File: src/rtl/biu_seq_pkg.sv
// biu_seq_pkg: shared state encoding, size codes, word counts and MAR source codes for the BIU sequencer
package biu_seq_pkg;
  typedef enum logic [1:0] {S_IDLE, S_ADDR, S_XFER, S_DONE} state_t;
  localparam logic [1:0] SZ_1W = 2'b00;
  localparam logic [1:0] SZ_2W = 2'b01;
  localparam logic [1:0] SZ_VEC = 2'b10;
  localparam int WORDS_1 = 1;
  localparam int WORDS_2 = 2;
  localparam int WORDS_VEC = 8;
  localparam logic [3:0] SEL_REG = 4'd0;
  localparam logic [3:0] SEL_IP = 4'd1;
  localparam logic [3:0] SEL_SP = 4'd2;
  // size code 11 falls through to the single-word case
  function automatic logic [2:0] last_beat(input logic [1:0] size);
    return size == SZ_VEC ? 3'(WORDS_VEC - 1) : size == SZ_2W ? 3'(WORDS_2 - 1) : 3'(WORDS_1 - 1);
  endfunction
endpackage

File: src/rtl/biu_bus_seq_if.sv
// biu_bus_seq_if: request, memory handshake and BIU control signals of the bus sequencer
interface biu_bus_seq_if;
  logic fetch_req, data_req, data_wr, data_addr_sp, mem_ready;
  logic [1:0] data_size;
  logic mar_ld, mar_inc, ir_ld, ip_inc, mem_rd, mem_wr, busy, fetch_done, data_done;
  logic [3:0] mar_sel;
  logic [1:0] rdbuf_ld, wrbuf_oe;
  logic [7:0] v_rdbuf_ld, v_wrbuf_oe;
  modport master (
    output fetch_req, data_req, data_wr, data_addr_sp, data_size, mem_ready,
    input mar_ld, mar_inc, ir_ld, ip_inc, mem_rd, mem_wr, busy, fetch_done, data_done,
    input mar_sel, rdbuf_ld, wrbuf_oe, v_rdbuf_ld, v_wrbuf_oe
  );
  modport slave (
    input fetch_req, data_req, data_wr, data_addr_sp, data_size, mem_ready,
    output mar_ld, mar_inc, ir_ld, ip_inc, mem_rd, mem_wr, busy, fetch_done, data_done,
    output mar_sel, rdbuf_ld, wrbuf_oe, v_rdbuf_ld, v_wrbuf_oe
  );
endinterface

File: src/rtl/biu_beat_cnt.sv
// biu_beat_cnt: 3-bit beat counter with clear, increment and last-beat compare
module biu_beat_cnt (
  input  logic       clk,
  input  logic       rst_n,
  input  logic       clr_i,
  input  logic       inc_i,
  input  logic [2:0] last_i,
  output logic [2:0] cnt_o,
  output logic       last_o
);
  logic [2:0] cnt_q;
  always_ff @(posedge clk or negedge rst_n)
    if (!rst_n) cnt_q <= '0;
    else if (clr_i) cnt_q <= '0;
    else if (inc_i) cnt_q <= cnt_q + 3'd1;
  assign cnt_o = cnt_q;
  assign last_o = cnt_q == last_i;
endmodule

File: src/rtl/biu_bus_seq.sv
// biu_bus_seq: arbitrates fetch/data requests and sequences address and per-beat memory transfers
module biu_bus_seq
  import biu_seq_pkg::*;
(
  input  logic          clk,
  input  logic          rst_n,
  biu_bus_seq_if.slave  bus
);
  state_t state_q, state_d;
  logic last_data_q, last_data_d, fetch_q, fetch_d, wr_q, wr_d, sp_q, sp_d, vec_q, vec_d;
  logic [2:0] last_q, last_d, beat;
  logic is_last, any_req, grant_data, xfer, done, rd_stb;
  assign any_req = bus.fetch_req | bus.data_req;
  // data wins unless it was served last and a fetch is waiting
  assign grant_data = bus.data_req & ~(last_data_q & bus.fetch_req);
  assign xfer = state_q == S_XFER;
  assign done = state_q == S_DONE;
  assign rd_stb = xfer & ~wr_q & bus.mem_ready;
  biu_beat_cnt u_cnt (
    .clk    (clk),
    .rst_n  (rst_n),
    .clr_i  (state_q == S_ADDR),
    .inc_i  (xfer & bus.mem_ready & ~is_last),
    .last_i (last_q),
    .cnt_o  (beat),
    .last_o (is_last)
  );
  always_ff @(posedge clk or negedge rst_n)
    if (!rst_n) begin
      state_q <= S_IDLE;
      last_data_q <= 1'b0;
      fetch_q <= 1'b0;
      wr_q <= 1'b0;
      sp_q <= 1'b0;
      vec_q <= 1'b0;
      last_q <= '0;
    end else begin
      state_q <= state_d;
      last_data_q <= last_data_d;
      fetch_q <= fetch_d;
      wr_q <= wr_d;
      sp_q <= sp_d;
      vec_q <= vec_d;
      last_q <= last_d;
    end
  always_comb begin
    last_data_d = last_data_q;
    fetch_d = fetch_q;
    wr_d = wr_q;
    sp_d = sp_q;
    vec_d = vec_q;
    last_d = last_q;
    if (state_q == S_IDLE && any_req) begin
      last_data_d = grant_data;
      fetch_d = ~grant_data;
      wr_d = grant_data & bus.data_wr;
      sp_d = grant_data & bus.data_addr_sp;
      vec_d = grant_data & (bus.data_size == SZ_VEC);
      last_d = grant_data ? last_beat(bus.data_size) : 3'd0;
    end
    state_d = state_q == S_IDLE ? (any_req ? S_ADDR : S_IDLE) :
              state_q == S_ADDR ? S_XFER :
              state_q == S_XFER ? (bus.mem_ready & is_last ? S_DONE : S_XFER) : S_IDLE;
    bus.busy = state_q != S_IDLE;
    bus.mar_ld = state_q == S_ADDR;
    bus.mar_sel = state_q != S_ADDR ? SEL_REG : fetch_q ? SEL_IP : sp_q ? SEL_SP : SEL_REG;
    bus.mar_inc = xfer & bus.mem_ready & ~is_last;
    bus.mem_rd = xfer & ~wr_q;
    bus.mem_wr = xfer & wr_q;
    bus.ir_ld = rd_stb & fetch_q;
    bus.rdbuf_ld = rd_stb & ~fetch_q & ~vec_q ? 2'b01 << beat[0] : 2'b00;
    bus.v_rdbuf_ld = rd_stb & vec_q ? 8'b1 << beat : 8'b0;
    bus.wrbuf_oe = xfer & wr_q & ~vec_q ? 2'b01 << beat[0] : 2'b00;
    bus.v_wrbuf_oe = xfer & wr_q & vec_q ? 8'b1 << beat : 8'b0;
    bus.fetch_done = done & fetch_q;
    bus.ip_inc = done & fetch_q;
    bus.data_done = done & ~fetch_q;
  end
endmodule
File: src/flat_wrapper.sv
// flat-port wrapper written by rule: the top's interface ports become plain ports
module biu_bus_seq_flat import biu_seq_pkg::*;
  (clk, rst_n, bus_fetch_req, bus_data_req, bus_data_wr, bus_data_addr_sp, bus_data_size, bus_mem_ready, bus_mar_ld, bus_mar_inc, bus_ir_ld, bus_ip_inc, bus_mem_rd, bus_mem_wr, bus_busy, bus_fetch_done, bus_data_done, bus_mar_sel, bus_rdbuf_ld, bus_wrbuf_oe, bus_v_rdbuf_ld, bus_v_wrbuf_oe);
  biu_bus_seq_if bus_i ();
  input  logic clk;
  input  logic rst_n;
  input wire logic [$bits(bus_i.fetch_req)-1:0] bus_fetch_req;
  input wire logic [$bits(bus_i.data_req)-1:0] bus_data_req;
  input wire logic [$bits(bus_i.data_wr)-1:0] bus_data_wr;
  input wire logic [$bits(bus_i.data_addr_sp)-1:0] bus_data_addr_sp;
  input wire logic [$bits(bus_i.data_size)-1:0] bus_data_size;
  input wire logic [$bits(bus_i.mem_ready)-1:0] bus_mem_ready;
  output wire logic [$bits(bus_i.mar_ld)-1:0] bus_mar_ld;
  output wire logic [$bits(bus_i.mar_inc)-1:0] bus_mar_inc;
  output wire logic [$bits(bus_i.ir_ld)-1:0] bus_ir_ld;
  output wire logic [$bits(bus_i.ip_inc)-1:0] bus_ip_inc;
  output wire logic [$bits(bus_i.mem_rd)-1:0] bus_mem_rd;
  output wire logic [$bits(bus_i.mem_wr)-1:0] bus_mem_wr;
  output wire logic [$bits(bus_i.busy)-1:0] bus_busy;
  output wire logic [$bits(bus_i.fetch_done)-1:0] bus_fetch_done;
  output wire logic [$bits(bus_i.data_done)-1:0] bus_data_done;
  output wire logic [$bits(bus_i.mar_sel)-1:0] bus_mar_sel;
  output wire logic [$bits(bus_i.rdbuf_ld)-1:0] bus_rdbuf_ld;
  output wire logic [$bits(bus_i.wrbuf_oe)-1:0] bus_wrbuf_oe;
  output wire logic [$bits(bus_i.v_rdbuf_ld)-1:0] bus_v_rdbuf_ld;
  output wire logic [$bits(bus_i.v_wrbuf_oe)-1:0] bus_v_wrbuf_oe;
  assign bus_i.fetch_req = bus_fetch_req;
  assign bus_i.data_req = bus_data_req;
  assign bus_i.data_wr = bus_data_wr;
  assign bus_i.data_addr_sp = bus_data_addr_sp;
  assign bus_i.data_size = bus_data_size;
  assign bus_i.mem_ready = bus_mem_ready;
  assign bus_mar_ld = bus_i.mar_ld;
  assign bus_mar_inc = bus_i.mar_inc;
  assign bus_ir_ld = bus_i.ir_ld;
  assign bus_ip_inc = bus_i.ip_inc;
  assign bus_mem_rd = bus_i.mem_rd;
  assign bus_mem_wr = bus_i.mem_wr;
  assign bus_busy = bus_i.busy;
  assign bus_fetch_done = bus_i.fetch_done;
  assign bus_data_done = bus_i.data_done;
  assign bus_mar_sel = bus_i.mar_sel;
  assign bus_rdbuf_ld = bus_i.rdbuf_ld;
  assign bus_wrbuf_oe = bus_i.wrbuf_oe;
  assign bus_v_rdbuf_ld = bus_i.v_rdbuf_ld;
  assign bus_v_wrbuf_oe = bus_i.v_wrbuf_oe;
  biu_bus_seq u_core (.clk(clk), .rst_n(rst_n), .bus(bus_i));
endmodule
File: config.mk
export PLATFORM = sky130hd
export DESIGN_NAME = biu_bus_seq_flat
export DESIGN_NICKNAME = d
export VERILOG_FILES = /design/src/rtl/biu_seq_pkg.sv /design/src/rtl/biu_bus_seq_if.sv /design/src/rtl/biu_beat_cnt.sv /design/src/rtl/biu_bus_seq.sv /design/src/flat_wrapper.sv
export SDC_FILE = /design/constraint.sdc
export NUM_CORES = 1
export LEC_CHECK = 0
export BUFFER_PORTS_ARGS = -buffer_cell sky130_fd_sc_hd__buf_2
export CAP_MARGIN = 20
export CORE_UTILIZATION = 25
export CTS_BUF_LIST = sky130_fd_sc_hd__clkbuf_2 sky130_fd_sc_hd__clkbuf_4 sky130_fd_sc_hd__clkbuf_8
export CTS_CLUSTER_DIAMETER = 40
export CTS_CLUSTER_SIZE = 14
export DETAILED_ROUTE_END_ITERATION = 6
export SYNTH_ARGS = -nofsm -noshare
export SYNTH_HDL_FRONTEND = slang
export SYNTH_SLANG_ARGS = --single-unit
File: constraint.sdc
create_clock -name clk -period 1.5 [get_ports clk]
set_clock_uncertainty 0.1 [all_clocks]
set_input_delay 0.075 -clock clk [delete_from_list [all_inputs] [get_ports clk]]
set_output_delay 0.075 -clock clk [all_outputs]
set_load 0.01 [all_outputs]
# Word-level counts from Yosys, hierarchy flattened
# Cells that the tools add are included.
# W data, S select, Z words.
# totals
out_inout_bits	33
inputBits	9
reg_bits	13
wordCells	65
# op_classes
n_reduce_logical	4
n_eq_ne	7
n_addsub	1
n_mux	17
bitwise	26
shifts	2
# ops
operator	n
$and A1 B1 Y1	19
$mux W8	2
$mux W2	6
$mux W3	4
$mux W4	2
$shl A1 B3 Y8 const A	1
$eq A2 B2 Y1 const B	3
$not A1 Y1	6
$eq A2 B1 Y1 const B	2
$reduce_bool A2 Y1	2
$add A3 B1 Y3 const B	1
$eq A3 B3 Y1	1
$mux W1	3
$logic_not A2 Y1	1
$ne A2 B1 Y1 const B	1
$shl A1 B1 Y2 const A	1
$logic_and A1 B1 Y1	1
$or A1 B1 Y1	1

# Depth between registers and ports, before layout
# logic_depth
depth_word	6
ltp_mapped	6
ltp_nobuf	6

# Hierarchy
# Synthesis repeated with hierarchy kept, for this count alone.
# unflattened
cells_unflattened	93
area_unflattened_um2	854.6
# modules_own_cells
mod	cells_each	instances	seq_area_each_um2	area_per_inst_um2
biu_bus_seq	78	1	200.2	678.2
biu_beat_cnt	15	1	75.1	176.4

# Worst setup path before layout
# Ideal clock, no wire load.
# synth_path
path_kind	register -> register
from	reg u_core.state_q[0]
to	reg u_core.u_cnt.cnt_q[0], in the netlist u_core.u_cnt.cnt_o[0]
slack_ns	-0.017
path_buffers	0
synth_period_minus_slack_ns	1.517
setup_ns	0.082
t_arrival_ns	1.335
path_stages_with_launch	6
required_ns	1.318
cell_sequence	dfrtp_1 > inv_1 > ha_1 > nand2_1 > or4_1 > a31oi_1
# synth_via
elab_chain_len	4
word_cells_on_any_way	6
cone_classes	eq/ne: 2; mux: 1; bitwise: 2; reduce/logical: 1
# synth_lines
item	line_no	rtl
from (decl)	biu_bus_seq.sv:9	state_t state_q, state_d;
from (signal assigned)	biu_bus_seq.sv:38	state_q <= state_d;
$eq A2 B2 Y1	biu_bus_seq.sv:16	assign xfer = state_q == S_XFER;
$and A1 B1 Y1 (2 in a row)	biu_bus_seq.sv:23	.inc_i (xfer & bus.mem_ready & ~is_last),
$reduce_bool A2 Y1 (no source line)	n/a	
to (signal assigned)	biu_beat_cnt.sv:15	else if (inc_i) cnt_q <= cnt_q + 3'd1;
to (decl)	biu_beat_cnt.sv:11	logic [2:0] cnt_q;
# Parallel ways exist; a longest one is shown, timed or not.
# A chain may end at the register's enable or synchronous reset.

# Worst setup path after layout
# layout_path
from	reg u_core.state_q[0]
to	out bus_v_rdbuf_ld[0]
# layout_via
elab_chain_len	5
# layout_lines
item	line_no	rtl
$eq A2 B2 Y1	biu_bus_seq.sv:16	
$and A1 B1 Y1 (2 in a row)	biu_bus_seq.sv:18	assign rd_stb = xfer & ~wr_q & bus.mem_ready;
$and A1 B1 Y1	biu_bus_seq.sv:72	bus.v_rdbuf_ld = rd_stb & vec_q ? 8'b1 << beat : 8'b0;
$mux W8	biu_bus_seq.sv:72	
to (decl)	flat_wrapper.sv:25	output wire logic [$bits(bus_i.v_rdbuf_ld)-1:0] bus_v_rdbuf_ld;
# Every way passes these cells.

==> qor.yml <==
synthesis:
  syn_inst: 102
  synth-async-reset-ratio_pct: 100
  yosysSeqAreaShare_pct: 31.6
  synth_cell_types: 31
  synth_compound_area_share_pct: 14.9
  muxShareOfSynthArea_pct: 0
  synth-main-ff-cell: "dfrtp_1"
  synth_edf_count: 0
  ys_ff_latch: 11
  synth_warnings: 0
  yosys.area_share.simple_pct: 29.4
  synth_top_family_by_area: "simple AND/OR/NAND/NOR gates"
  syn_avg_cell_area_um2: 8.55
  syn_area_um2: 872
  synth_fa_ha_area_share_pct: 15.8
  synth-xor-area-share_pct: 1.00
finish:
  final_common_cell: "buf_2"
  final_cell_mix: "buf_2, buf_4, nor2_1, dfrtp_1, and2_1"
  syn2layout_area_growth_pct: 75.2
  seq_area_um2: 279
  design_area_um2: 1530
  nets: 187
  fillers: 345
  multi_input_area_um2: 712
  antenna_cells: 0
  final_util_pct: 45.8
  drive_above_1_share_pct: 59.6
  layout.cells.non_filler: 212
global_route:
  antenna_found_initial: 0
  gr-usage-all-layers_pct: 14.2
  grt_first_pass_wirelength_mm: 3.95
  grt_pass1_vias: 886
  gr-total-overflow: 0
  grt_max_degree: 12
job:
  maxCapViolCount: 0
placement:
  dpl.hpwl_mm: 1.79
  post_dp_cell_area_um2: 1170
  placed_cells: 193
  buffer_ports.inserted: 39
  globalplace.congestion: 0.879
route:
  initialDrtViolationCount: 31
  wirelength_met1_mm: 1.09
  ant_nets: 0
  first_pass_iters: 4
  top_layer: "met4"
  drc_errors: 0
  wl_met3_um: 167
  finalWirelength_mm: 2.58
  dr_total_vias: 974
  wl_per_cell_um: 12.2
  routed-wl-met2_mm: 1.30
  viasPerCell: 4.59
floorplanning:
  dieWidth_um: 61.1
  ios: 42
  dieArea_um2: 3730
  rows: 21
  dieHeight_um: 61.1
  core_area_um2: 3340
  initial_utilization_pct: 26.1
timing:
  hold_viol: 0
  setup_slack_ps: -173
  period_minus_slack_ps: 1670
  min_period_over_period_pct: 112
  setup_viol: 24
  fin_hold_ws_ps: 20.8
  slew_viol_final: 0
  finalSetupTns_ps: -2690
  rsz0062_at_grt: "yes"
  max_freq_mhz: 598
worst_setup_path:
  crit_arrival_ps: 1500
  crit_family: "simple AND/OR/NAND/NOR gates"
  cp_slowest_cell: "dfrtp_1"
  crit_path_max_fanout: 5
  path_class: "reg2out"
  start_kind: "register"
  slowest_delay_ps: 390
  crit_required_ps: 1320
  critPathCaptureType: "output pin"
  path_buf_inv: 2
  crit_chain: "inv_2 > ha_4 > nand3b_1 > nor2_2 > and2_1 > buf_2"
pwr:
  irDropWorstVdd_mv: 1.03
  p_leak_nw: 0.782
  power_density_nw_per_um2: 1820
clock_tree:
  cts_root_buf: "clkbuf_4"
  cts_buffer_depth: 2
  cts_max_level: 1
  cts-buffers-inserted: 3
  cts_tree: "yes"
  clk_pin_slew_ps: 70
  clk_latency_ps: 270
  clock_sinks: 11
run_status:
  violations: "setup timing"
  status: "finished with violations"
hold_path:
  hold_path.class: "in2reg"
==> worst paths after layout <==
check,start,to,slack (ps),depth (start not counted)
worst max register to register,u_core.state_q[1]$_DFF_PN0_,u_core.u_cnt.cnt_o[2]$_DFFE_PN0P_,-60,6
worst max-delay path,u_core.state_q[0]$_DFF_PN0_,bus_v_rdbuf_ld[0],-170,6
worst min register to register,u_core.last_data_q$_DFFE_PN0P_,u_core.last_data_q$_DFFE_PN0P_,400,1
worst min-delay path,bus_data_req,u_core.state_q[0]$_DFF_PN0_,20,3
max in group asynchronous,rst_n,u_core.u_cnt.cnt_o[1]$_DFFE_PN0P_,980,2
min in group asynchronous,rst_n,u_core.fetch_q$_DFFE_PN0P_,100,2
==> tightest hold or removal path, cell delays in order <==
cell and delay [ps]:
buf_2 110, o21ai_2 110, o41ai_4 60
==> per-layer routing <==
metal  vias to the layer above  GRT usage [%]
met1                       446           16.9
li1                        473              -
met4                         0           6.17
met2                        52           25.9
met5                         -              0
met3                         3           1.26
==> synthesized netlist by cell type, drive strengths merged, types with 2 or more instances <==
master  instances  area share, %
nand3           2            1.1
nor2b           2            1.4
a22o            5            5.2
ha             11             16
nand2           7            3.0
nor3            3            2.3
nand2b          2            1.4
buf             3            2.6
a31oi           3            2.2
dfrtp          11             32
o21ai           2            1.1
and2           11            7.9
inv             9            3.9
a21oi           4            2.3
nor2           10            4.3
and3            5            3.6
==> metrics by stage <==
step	setup slack (ps)	total power, mW
6_report	-173	2.78
5_1_grt	-284	3.00
4_1_cts	-183	2.36
3_5_place_dp	-30.7	1.73
3_3_place_gp	22.0	1.70
2_1_floorplan	2.41	1.27
==> layout make-up <==
class	instances	share of cell area [%]
clock buffer	4	1.97
timing repair buffer	63	27.0
inverter	9	2.38
tap	46	3.77
multi-input combinational	79	46.6
sequential	11	18.3
==> timing repair <==
item                       in CTS  in global routing
pin swaps                      17                 12
buffers inserted                5                  7
setup endpoints to repair      25                 34
hold buffers                    4                  0
hold endpoints to repair       14                  0
resized for setup              26                 23
==> state kept, by name, summed over array words and instances (netlist names) <==
| name | count |
|---|---|
| u_core.u_cnt.cnt_o | 3 |
| u_core.last_data_q | 1 |
| u_core.vec_q | 1 |
| u_core.sp_q | 1 |
| u_core.last_q | 1 |
| u_core.state_q | 2 |
| u_core.fetch_q | 1 |
| u_core.wr_q | 1 |
==> logic make-up (layout without fill, tap and decap cells) <==
group | after synthesis | after routing
flops | 11 | 11
compound gates | 18 | 18
other cells | 1 | 2
simple gates | 47 | 47
buf+inv | 13 | 76
fa+ha+maj | 11 | 11
xor+xnor | 1 | 1
==> where the power goes <==
group | internal (mW) | total [mW] | switching, mW
Sequential | 0.438 | 0.643 | 0.205
Combinational | 1.03 | 1.92 | 0.894
Clock | 0.121 | 0.215 | 0.0943
Note: power is estimated with default switching activity, not from simulation.
